### config.mk
export PLATFORM = sky130hd
export DESIGN_NAME = i2c_slave
export DESIGN_NICKNAME = d
export VERILOG_FILES = /design/src/rtl/i2c_slave_pkg.sv /design/src/rtl/i2c_slave_sync.sv /design/src/rtl/i2c_slave.sv
export SDC_FILE = /design/constraint.sdc
export NUM_CORES = 1
export LEC_CHECK = 0
export ABC_AREA = 1
export CAP_MARGIN = 10
export CORE_MARGIN = 2
export CORE_UTILIZATION = 64
export DETAILED_ROUTE_END_ITERATION = 8
export DONT_BUFFER_PORTS = 1
export PLACE_DENSITY = 0.89
export SLEW_MARGIN = 20
export SYNTH_ARGS = -nofsm -noshare
export SYNTH_HDL_FRONTEND = slang
export SYNTH_SLANG_ARGS = --single-unit
### constraint.sdc
create_clock -name clk -period 3.4 [get_ports clk]
set_clock_uncertainty 0.05 [all_clocks]
set_input_delay 0.34 -clock clk [delete_from_list [all_inputs] [get_ports clk]]
set_output_delay 0.34 -clock clk [all_outputs]
set_load 0.01 [all_outputs]
### src/rtl/i2c_slave_pkg.sv
// Shared types and constants for the I2C register slave.
package i2c_slave_pkg;

  typedef enum logic [2:0] {
    IDLE,
    ADDR,
    ADDR_ACK,
    WR_DATA,
    WR_ACK,
    RD_DATA,
    RD_ACK
  } state_t;

  localparam logic [6:0] DEF_SLAVE_ADDR = 7'h53;
  localparam logic       ACK_LVL        = 1'b0;
  localparam logic       NACK_LVL       = 1'b1;

endpackage

### src/rtl/i2c_slave_sync.sv
// Pad-line synchronizer with level, rise and fall outputs.
// Define I2C_SLAVE_GLITCH_FILTER_EN to add a 3-sample agreement filter (+2 clk).
module i2c_slave_sync (
  input  logic clk,
  input  logic rstn,
  input  logic i_line,
  output logic o_lvl,
  output logic o_rise,
  output logic o_fall
);

  logic [1:0] r_sync;
  logic       r_prev;
  logic       w_lvl;

  always_ff @(posedge clk or negedge rstn) begin
    if (!rstn) r_sync <= 2'b11;
    else       r_sync <= {r_sync[0], i_line};
  end

`ifdef I2C_SLAVE_GLITCH_FILTER_EN
  logic [1:0] r_hist;
  logic       r_held;

  // Pass the new level as soon as three consecutive samples agree.
  assign w_lvl = (r_sync[1] == r_hist[0] && r_hist[0] == r_hist[1]) ? r_sync[1] : r_held;

  always_ff @(posedge clk or negedge rstn) begin
    if (!rstn) begin
      r_hist <= 2'b11;
      r_held <= 1'b1;
    end else begin
      r_hist <= {r_hist[0], r_sync[1]};
      r_held <= w_lvl;
    end
  end
`else
  assign w_lvl = r_sync[1];
`endif

  always_ff @(posedge clk or negedge rstn) begin
    if (!rstn) r_prev <= 1'b1;
    else       r_prev <= w_lvl;
  end

  assign o_lvl  = w_lvl;
  assign o_rise = w_lvl & ~r_prev;
  assign o_fall = ~w_lvl & r_prev;

endmodule

### src/rtl/i2c_slave.sv
// I2C slave exposing REG_DEPTH byte registers behind an auto-incrementing pointer.
// Optional build macro: I2C_SLAVE_GLITCH_FILTER_EN (input glitch filter).
module i2c_slave
  import i2c_slave_pkg::*;
#(
  parameter logic [6:0] SLAVE_ADDR = DEF_SLAVE_ADDR,
  parameter int         REG_DEPTH  = 16
) (
  input  logic clk,
  input  logic rstn,
  input  logic SCL_i,
  input  logic SDA_i,
  output logic SDA_in_en,
  output logic SDA_o
);

  localparam int PW = $clog2(REG_DEPTH);

  logic w_scl, w_scl_rise, w_scl_fall;
  logic w_sda, w_sda_rise, w_sda_fall;
  logic w_start, w_stop;

  state_t          r_state, w_state_nxt;
  logic [3:0]      r_cnt, w_cnt_nxt;
  logic [7:0]      r_shreg, w_sh_nxt;
  logic [PW-1:0]   r_ptr, w_ptr_nxt, w_ptr_inc;
  logic            r_first, w_first_nxt;
  logic            r_sda_en, w_en_nxt;
  logic            r_sda_o;
  logic            w_wr_en;
  logic [7:0]      r_regs [REG_DEPTH];
  logic [7:0]      w_cur_byte, w_nxt_byte;

  i2c_slave_sync u_scl (.clk(clk), .rstn(rstn), .i_line(SCL_i),
                        .o_lvl(w_scl), .o_rise(w_scl_rise), .o_fall(w_scl_fall));
  i2c_slave_sync u_sda (.clk(clk), .rstn(rstn), .i_line(SDA_i),
                        .o_lvl(w_sda), .o_rise(w_sda_rise), .o_fall(w_sda_fall));

  assign w_start    = w_sda_fall & w_scl;
  assign w_stop     = w_sda_rise & w_scl;
  assign w_ptr_inc  = r_ptr + 1'b1;
  assign w_cur_byte = r_regs[r_ptr];
  assign w_nxt_byte = r_regs[w_ptr_inc];

  // Open-drain: the enable value is exactly the bus level we present.
  always_comb begin
    w_state_nxt = r_state;
    w_cnt_nxt   = r_cnt;
    w_sh_nxt    = r_shreg;
    w_ptr_nxt   = r_ptr;
    w_first_nxt = r_first;
    w_en_nxt    = r_sda_en;
    w_wr_en     = 1'b0;
    if (w_stop) begin
      w_state_nxt = IDLE;
      w_cnt_nxt   = '0;
      w_en_nxt    = 1'b1;
    end else if (w_start) begin
      w_state_nxt = ADDR;
      w_cnt_nxt   = '0;
      w_en_nxt    = 1'b1;
    end else begin
      case (r_state)
        ADDR, WR_DATA: begin
          if (w_scl_rise) begin
            w_sh_nxt  = {r_shreg[6:0], w_sda};
            w_cnt_nxt = r_cnt + 4'd1;
          end else if (w_scl_fall && r_cnt == 4'd8) begin
            if (r_state == ADDR) begin
              if (r_shreg[7:1] == SLAVE_ADDR) begin
                w_state_nxt = ADDR_ACK;
                w_en_nxt    = ACK_LVL;
              end else begin
                w_state_nxt = IDLE;
              end
            end else begin
              w_state_nxt = WR_ACK;
              w_en_nxt    = ACK_LVL;
              w_first_nxt = 1'b0;
              if (r_first) begin
                w_ptr_nxt = r_shreg[PW-1:0];
              end else begin
                w_wr_en   = 1'b1;
                w_ptr_nxt = w_ptr_inc;
              end
            end
          end
        end
        ADDR_ACK: begin
          if (w_scl_fall) begin
            w_cnt_nxt = '0;
            if (r_shreg[0]) begin
              w_state_nxt = RD_DATA;
              w_sh_nxt    = {w_cur_byte[6:0], 1'b0};
              w_en_nxt    = w_cur_byte[7];
            end else begin
              w_state_nxt = WR_DATA;
              w_first_nxt = 1'b1;
              w_en_nxt    = 1'b1;
            end
          end
        end
        WR_ACK: begin
          if (w_scl_fall) begin
            w_state_nxt = WR_DATA;
            w_cnt_nxt   = '0;
            w_en_nxt    = 1'b1;
          end
        end
        RD_DATA: begin
          if (w_scl_rise) begin
            w_cnt_nxt = r_cnt + 4'd1;
          end else if (w_scl_fall) begin
            if (r_cnt == 4'd8) begin
              w_state_nxt = RD_ACK;
              w_en_nxt    = 1'b1;
            end else begin
              w_en_nxt = r_shreg[7];
              w_sh_nxt = {r_shreg[6:0], 1'b0};
            end
          end
        end
        RD_ACK: begin
          if (w_scl_rise && w_sda == NACK_LVL) begin
            w_state_nxt = IDLE;
          end else if (w_scl_fall) begin
            w_state_nxt = RD_DATA;
            w_ptr_nxt   = w_ptr_inc;
            w_cnt_nxt   = '0;
            w_sh_nxt    = {w_nxt_byte[6:0], 1'b0};
            w_en_nxt    = w_nxt_byte[7];
          end
        end
        default: w_state_nxt = IDLE;
      endcase
    end
  end

  always_ff @(posedge clk or negedge rstn) begin
    if (!rstn) begin
      r_state  <= IDLE;
      r_cnt    <= '0;
      r_shreg  <= '0;
      r_ptr    <= '0;
      r_first  <= 1'b0;
      r_sda_en <= 1'b1;
      r_sda_o  <= 1'b1;
    end else begin
      r_state  <= w_state_nxt;
      r_cnt    <= w_cnt_nxt;
      r_shreg  <= w_sh_nxt;
      r_ptr    <= w_ptr_nxt;
      r_first  <= w_first_nxt;
      r_sda_en <= w_en_nxt;
      r_sda_o  <= w_en_nxt;
    end
  end

  always_ff @(posedge clk or negedge rstn) begin
    if (!rstn) begin
      for (int i = 0; i < REG_DEPTH; i++) r_regs[i] <= '0;
    end else if (w_wr_en) begin
      r_regs[r_ptr] <= r_shreg;
    end
  end

  assign SDA_in_en = r_sda_en;
  assign SDA_o     = r_sda_o;

endmodule

* Yosys cells after proc, flatten, opt, wreduce, memory -nomap -nowiden
Index checks and enable logic that the tools add are counted.
** Cells by class
- Multiply operators :: 0
- Divide/modulo/power cells :: 0
- $add $sub $neg :: 2
- Reduce and logical (&&, ||, !) cells :: 18
- Bitwise logic cells :: 14
- Order comparisons :: 3
- Muxes and demuxes :: 74
- Equality and inequality tests :: 32
- Shift-type cells :: 0
** Operators with widths (number)
- bitwise mux 128 bit :: 1
- two-way mux 8 bit :: 13
- binary-select mux 8 bit (select 4 bit) :: 2
- two-way mux 4 bit :: 11
- two-way mux 3 bit :: 13
- inequality test 4 bit, second input constant :: 9
- demux 8 bit (select 4 bit) :: 1
- one-hot mux 8 bit (4 select lines) :: 1
- two-way mux 1 bit :: 26
- inequality test 2 bit, second input constant :: 12
- AND reduction 8 bit :: 3
- AND reduction 10 bit :: 2
- one-hot mux 3 bit (5 select lines) :: 1
- one-hot mux 4 bit (3 select lines) :: 1
- AND reduction 11 bit :: 1
- >= comparator 5 bit, second input constant :: 2
- inequality test 5 bit, second input constant :: 2
- NOT 4 -> 5 bit :: 2
- equality test 3 bit, second input constant :: 3
- adder 4 x 1 -> 4 bit, second input constant :: 2
- one-hot mux 4 bit (2 select lines) :: 1
- equality test 7 bit, second input constant :: 1
- nonzero test 7 bit :: 1
- AND 1 bit :: 6
- other kinds (16) :: 26
** Word-level totals
- Bits in read-only memories :: 0
- Memories kept :: 0
- Latch bits :: 0
- Flip-flop bits (word level) :: 155
- Output and inout port bits :: 2
- Input bits :: 4
- Logic and storage cells :: 170
- Memory bits (writable) :: 0

* Logic depth before layout (Yosys ltp)
- Word-level depth :: 10
- Depth in mapped cells :: 16
- Gate-level depth less buffers :: 12

* Modules after synthesis
A second synthesis with hierarchy kept.
** Unflattened totals
- Cells, all modules :: 1254
- Area, all modules :: 9046.2 sq um
** By module, submodules not included
- i2c_slave :: seq. area each 3729.8 sq um, cells each 1240, instances 1, area an instance 8858.5 sq um
- i2c_slave_sync :: seq. area each 78.8 sq um, cells each 7, instances 2, area an instance 93.8 sq um

* Worst setup path after synthesis
OpenSTA, ideal clock, no wires.
- Path type :: register to register
- Start :: reg r_ptr[1]
- End :: reg r_shreg[6]
- Setup time :: 0.113 ns
- Cell stages (with the launch flop) :: 17
- Data required time :: 3.237 ns
- Arrival time :: 2.291 ns
- Clock period less this slack :: 2.454 ns
- Setup slack :: 0.946 ns
- Buffers on the path :: 4
- Path through :: dfrtp_1 > clkbuf_1 > inv_1 > clkbuf_1 > ha_1 > clkbuf_1 > inv_1 > clkbuf_1 > a21oi_1 > o21ai_0 > nand3_1 > nand3_1 > nand2_1 > nand2_1 > nand3_1 > nand2_1 > inv_1
** On the way
- Cells in the longest elaborated chain, start to end :: 8
- Elaborated cells on any way between the ends :: 14
- Classes of those cells :: add/sub: 1; mux: 11; bitwise: 2
** Ends and longest elaborated chain
- from (decl) :: RTL line i2c_slave.sv:26 : logic [PW-1:0] r_ptr, w_ptr_nxt, w_ptr_inc;
- from (signal assigned) :: RTL line i2c_slave.sv:152 : r_ptr <= w_ptr_nxt;
- adder 4 x 1 -> 4 bit :: RTL line i2c_slave.sv:41 : assign w_ptr_inc = r_ptr + 1'b1;
- NOT 4 -> 5 bit (implied by the code) :: RTL line i2c_slave.sv:43 : assign w_nxt_byte = r_regs[w_ptr_inc];
- binary-select mux 8 bit (select 4 bit) :: RTL line i2c_slave.sv:43
- two-way mux 8 bit (implied by the code) (2 in series) :: RTL line i2c_slave.sv:43
- two-way mux 8 bit :: RTL line i2c_slave.sv:126 : end else if (w_scl_fall) begin
- two-way mux 8 bit :: RTL line i2c_slave.sv:124 : if (w_scl_rise && w_sda == NACK_LVL) begin
- one-hot mux 8 bit (4 select lines) * :: RTL line i2c_slave.sv:63 : case (r_state)
- to (signal assigned) :: RTL line i2c_slave.sv:151 : r_shreg <= w_sh_nxt;
- to (decl) :: RTL line i2c_slave.sv:25 : logic [7:0] r_shreg, w_sh_nxt;
Every way passes the cells marked *; elsewhere a longest branch is shown, timed or not. The select of a mux whose other input is x is not followed.
A chain may end at the register's enable or synchronous reset.

* Worst setup path after layout
- Start :: reg r_ptr[0]
- End :: reg r_regs[40] (netlist name)
** On the way
- Cells in the longest elaborated chain, start to end :: 6
- Elaborated cells on any way between the ends :: 7
- Classes of those cells :: order compare: 2; mux: 3; bitwise: 1; reduce/logical: 1
** Ends and longest elaborated chain
- NOT 4 -> 5 bit (implied by the code) * :: RTL line i2c_slave.sv:163 : r_regs[r_ptr] <= r_shreg;
- >= comparator 5 bit (implied by the code) / less-than comparator 5 x 1 -> 1 bit (equally long branches) :: RTL line i2c_slave.sv:163
- logical AND 1 bit (implied by the code) :: RTL line i2c_slave.sv:163
- two-way mux 8 bit (implied by the code) :: RTL line i2c_slave.sv:163
- demux 8 bit (select 4 bit) * :: RTL line i2c_slave.sv:163
- bitwise mux 128 bit * :: RTL line i2c_slave.sv:163
- to (signal, indexed assignment) :: RTL line i2c_slave.sv:163
- to (decl) :: RTL line i2c_slave.sv:31 : logic [7:0] r_regs [REG_DEPTH];
Every way passes the cells marked *; elsewhere a longest branch is shown, timed or not.

==> out/qor.txt <==
=========================================================================================
Outcome                                                                      complete, but fails checks
Failing checks                                                                hold timing
Number of H-tree levels                                                                 4
TritonCTS Buffers                                                                      17
Sequential Area                                                                3890 sq um
Cell area power density                                                       770 nW/um^2
Cells after DPL                                                                      1344
Average detailed-routed wire length per instance                                  17.3 um
Synth warnings                                                                          0
Top cells by instance count after synthesis                                  sky130_fd_sc_hd__nand2_1, sky130_fd_sc_hd__o21ai_0, sky130_fd_sc_hd__dfrtp_1, sky130_fd_sc_hd__inv_1, sky130_fd_sc_hd__nand3_1
Worst hold path type                                                         input pin to asynchronous set/reset pin
Pre-CTS WS                                                                       0.663 ns
Portion of the post-synthesis area used by sequential elements                      43.2%
DRC violations left                                                                     0
Cell with the most instances after synthesis                                 sky130_fd_sc_hd__nand2_1
Maximum number of pins on one net before global-route repair                          156
RSZ-0062 raised after global routing                                                   no
Area Overhead vs Synth                                                              5.80%
CP Data Required Time                                                             3.68 ns
Total vias in the final route                                                        8267
Worst setup margin                                                               0.581 ns
Cell-by-cell trace of the critical path                                      inv_2 -> buf_4 -> ha_1 -> nand3_1 -> o21ai_0
Combinational share of power                                                        45.0%
Global router's overall resource usage                                              33.6%
Hold-fix buffers, CTS                                                                   2
F_max                                                                             355 MHz
Netlist Area Pre-Place                                                         8990 sq um
Fraction of final layout cells with drive strength greater than 1                   6.43%
Total grt overflow                                                                      0
Nets in the synthesized netlist                                                      1237
Final Critical Period                                                             2.82 ns
Proportion of netlist area held by the largest area contributor                     41.2%
Register share of total power                                                       29.2%
Top cells by area, synth                                                     sky130_fd_sc_hd__dfrtp_1, sky130_fd_sc_hd__nand2_1, sky130_fd_sc_hd__o21ai_0
Post-synthesis cell count                                                            1227
Post-route ant nets                                                                     0
Number of non-filler instances in the completed layout                               1378
Length of the first detailed-routing pass in iterations                                 8
Effective utilization at floorplan                                                  65.0%
Maximum net fanout on the critical path                                                73
Final core area utilization                                                         68.8%
Worst-path cell with the longest stage delay                                 sky130_fd_sc_hd__dfrtp_4
Antenna violations before repair                                                        0
Std-Cell Core Area                                                            13800 sq um
Flop and latch count out of synthesis                                                 155
Number of input and output port buffers inserted                                        0
Crit path kind                                                               flop to flop
Pint                                                                              3.94 mW
Vias in the first global route                                                       7310
CP max stage delay                                                                0.61 ns
Largest buffer count on any clock path                                                  2
Pwr Total                                                                         7.32 mW
Die height                                                                         123 um
Via count normalized by instance count                                               6.00
Root Driver                                                                  sky130_fd_sc_hd__clkbuf_16
CTS clk-pin slew, worst paths                                                     0.06 ns
Post-CTS Setup Repair Bufs                                                              0
Antenna diodes                                                                          0
Clock latency of the later-clocked register in the worst-skew pair                0.44 ns
GP Congestion                                                                       0.976
Post-synth EDFFs                                                                        0
Number of nets at the end of the flow                                                1195
CTS-repair resized insts                                                                0
Most instantiated flip-flop cell in the synthesis netlist                    sky130_fd_sc_hd__dfrtp_1
Final-layout worst hold slack                                                   -0.456 ns
# Max-Cap Violations                                                                    0
Fin. max-slew vios                                                                      0
Final setup viols                                                                       0
Crit path launch type                                                                flop
Clk sink count                                                                        155
Switching power summed over all nets                                              3.38 mW
Chip width                                                                         123 um
Total leakage power                                                               4.37 nW
Proportion of register bits with asynchronous set or reset after synthesis           100%
Post-detail-place hpwl                                                           15300 um
Synth area leader                                                            sky130_fd_sc_hd__dfrtp_1
Std cell rows                                                                          43
Instance area after placement                                                  8910 sq um
Max rail drop VDD                                                                0.459 mV
Sw Ratio                                                                            46.1%
I/O pin count                                                                           6
Netlist cell types                                                                     33
Hold Vio Cnt, Final                                                                   155
Detailed-route wire length                                                       23800 um
Arrival time at the worst endpoint                                                3.10 ns
Wire length of the first global-routing pass                                     38200 um
Area taken by multi-input logic gates                                          4230 sq um
Max-Slew Margin vs Limit                                                            44.0%
Average footprint of a synthesized cell                                        7.33 sq um
Clock Power Share                                                                   25.7%
Transition time at the pin with the least slew margin                            0.840 ns
Fin Setup TNS                                                                        0 ns
Post-Layout Inst Area                                                          9510 sq um
Clock tree from TritonCTS                                                            done
Sort of element at the end of the critical path                                      flop
Area of the die                                                               15000 sq um
Layout filler cell count                                                             1100
Post-route clock period utilization                                                 82.9%
Iter 0 DRT Violations                                                                1103
=========================================================================================
-- area by class of cell --
type	instances	share of cell area, %
clock buffer	19	4.66
clock inverter	13	1.50
inverter	115	4.54
multi-input combinational	877	44.5
sequential	155	40.9
tap	180	2.37
timing repair buffer	19	1.55
-- cell families (layout without fill, tap and decap cells) --
logic type | count (synthesis) | after routing | share of synthesized area, %
buffers and inverters | 195 | 166 | 9.80
adder cells (fa/ha/maj) | 6 | 6 | 0.835
AND/OR/NAND/NOR | 518 | 518 | 24.8
AO/OA/AOI/OAI | 348 | 348 | 20.8
XOR/XNOR | 5 | 5 | 0.487
flip-flops | 155 | 155 | 43.2
-- cell usage in the layout, fill, tap and decap left out, types with 9 or more instances in the layout --
master | netlist | routed
sky130_fd_sc_hd__nand3_1 | 79 | 79
sky130_fd_sc_hd__buf_4 | 2 | 17
sky130_fd_sc_hd__o211ai_1 | 49 | 49
sky130_fd_sc_hd__nor2_1 | 55 | 55
sky130_fd_sc_hd__o21ai_1 | 9 | 9
sky130_fd_sc_hd__clkbuf_16 | 0 | 17
sky130_fd_sc_hd__nand3_4 | 10 | 10
sky130_fd_sc_hd__dfrtp_1 | 148 | 146
sky130_fd_sc_hd__inv_1 | 109 | 109
sky130_fd_sc_hd__nand2_1 | 363 | 363
sky130_fd_sc_hd__a21oi_1 | 73 | 73
sky130_fd_sc_hd__o21ai_0 | 213 | 213
-- layer usage --
| metal | global-route usage [%] | up-vias | part of all wire (%) |
|---|---|---|---|
| met5 | 0 | - | 0 |
| met4 | 15.9 | 0 | 3.8 |
| met3 | 7.53 | 67 | 9.0 |
| met2 | 48.1 | 394 | 43 |
| met1 | 48.4 | 3835 | 44 |
| li1 | - | 3971 | - |
-- flip-flops by register name, indices dropped and copies added (netlist names) --
| register | cells |
|---|---|
| r_shreg | 8 |
| r_ptr | 4 |
| u_sda.r_sync | 2 |
| r_regs | 128 |
| r_cnt | 4 |
| r_first | 1 |
| r_state | 3 |
| u_scl.r_sync | 2 |
| u_scl.r_prev | 1 |
| u_sda.r_prev | 1 |
| SDA_o | 1 |
-- path summary, 6_finish.rpt --
path / slack (ns) / end / depth (start not counted) / startpoint
max in group asynchronous: 3.51 / u_sda.r_sync[1] / 0 / rstn
worst max-delay path: 0.58 / r_regs[40] / 5 / r_ptr[0]
worst min-delay path: -0.46 / r_regs[18] / 0 / rstn
worst min register to register: 0.30 / u_scl.r_sync[1] / 0 / u_scl.r_sync[0]
worst max register to register: 0.58 / r_regs[40] / 5 / r_ptr[0]
min in group clk: 0.30 / u_scl.r_sync[1] / 0 / u_scl.r_sync[0]
-- worst max-delay path: cells and delay by family, from the launching register on --
kind	cells	cell delay, ns
buf+inv	2	0.65
flops	1	0.61
simple gates	1	0.50
fa+ha+maj	1	0.47
compound gates	1	0.40
-- power groups by stage --
| stage | registers, mW | clock network (mW) | logic (mW) |
|---|---|---|---|
| 6_report | 2.14 | 1.88 | 3.30 |
| 2_1_floorplan | 2.03 | 0 | 2.34 |
| 3_3_place_gp | 2.16 | 0 | 3.08 |
| 3_5_place_dp | 2.16 | 0 | 3.14 |
| 5_1_grt | 2.15 | 1.98 | 3.57 |
| 4_1_cts | 2.13 | 1.90 | 3.17 |
Power figures use the tool's default switching activity.
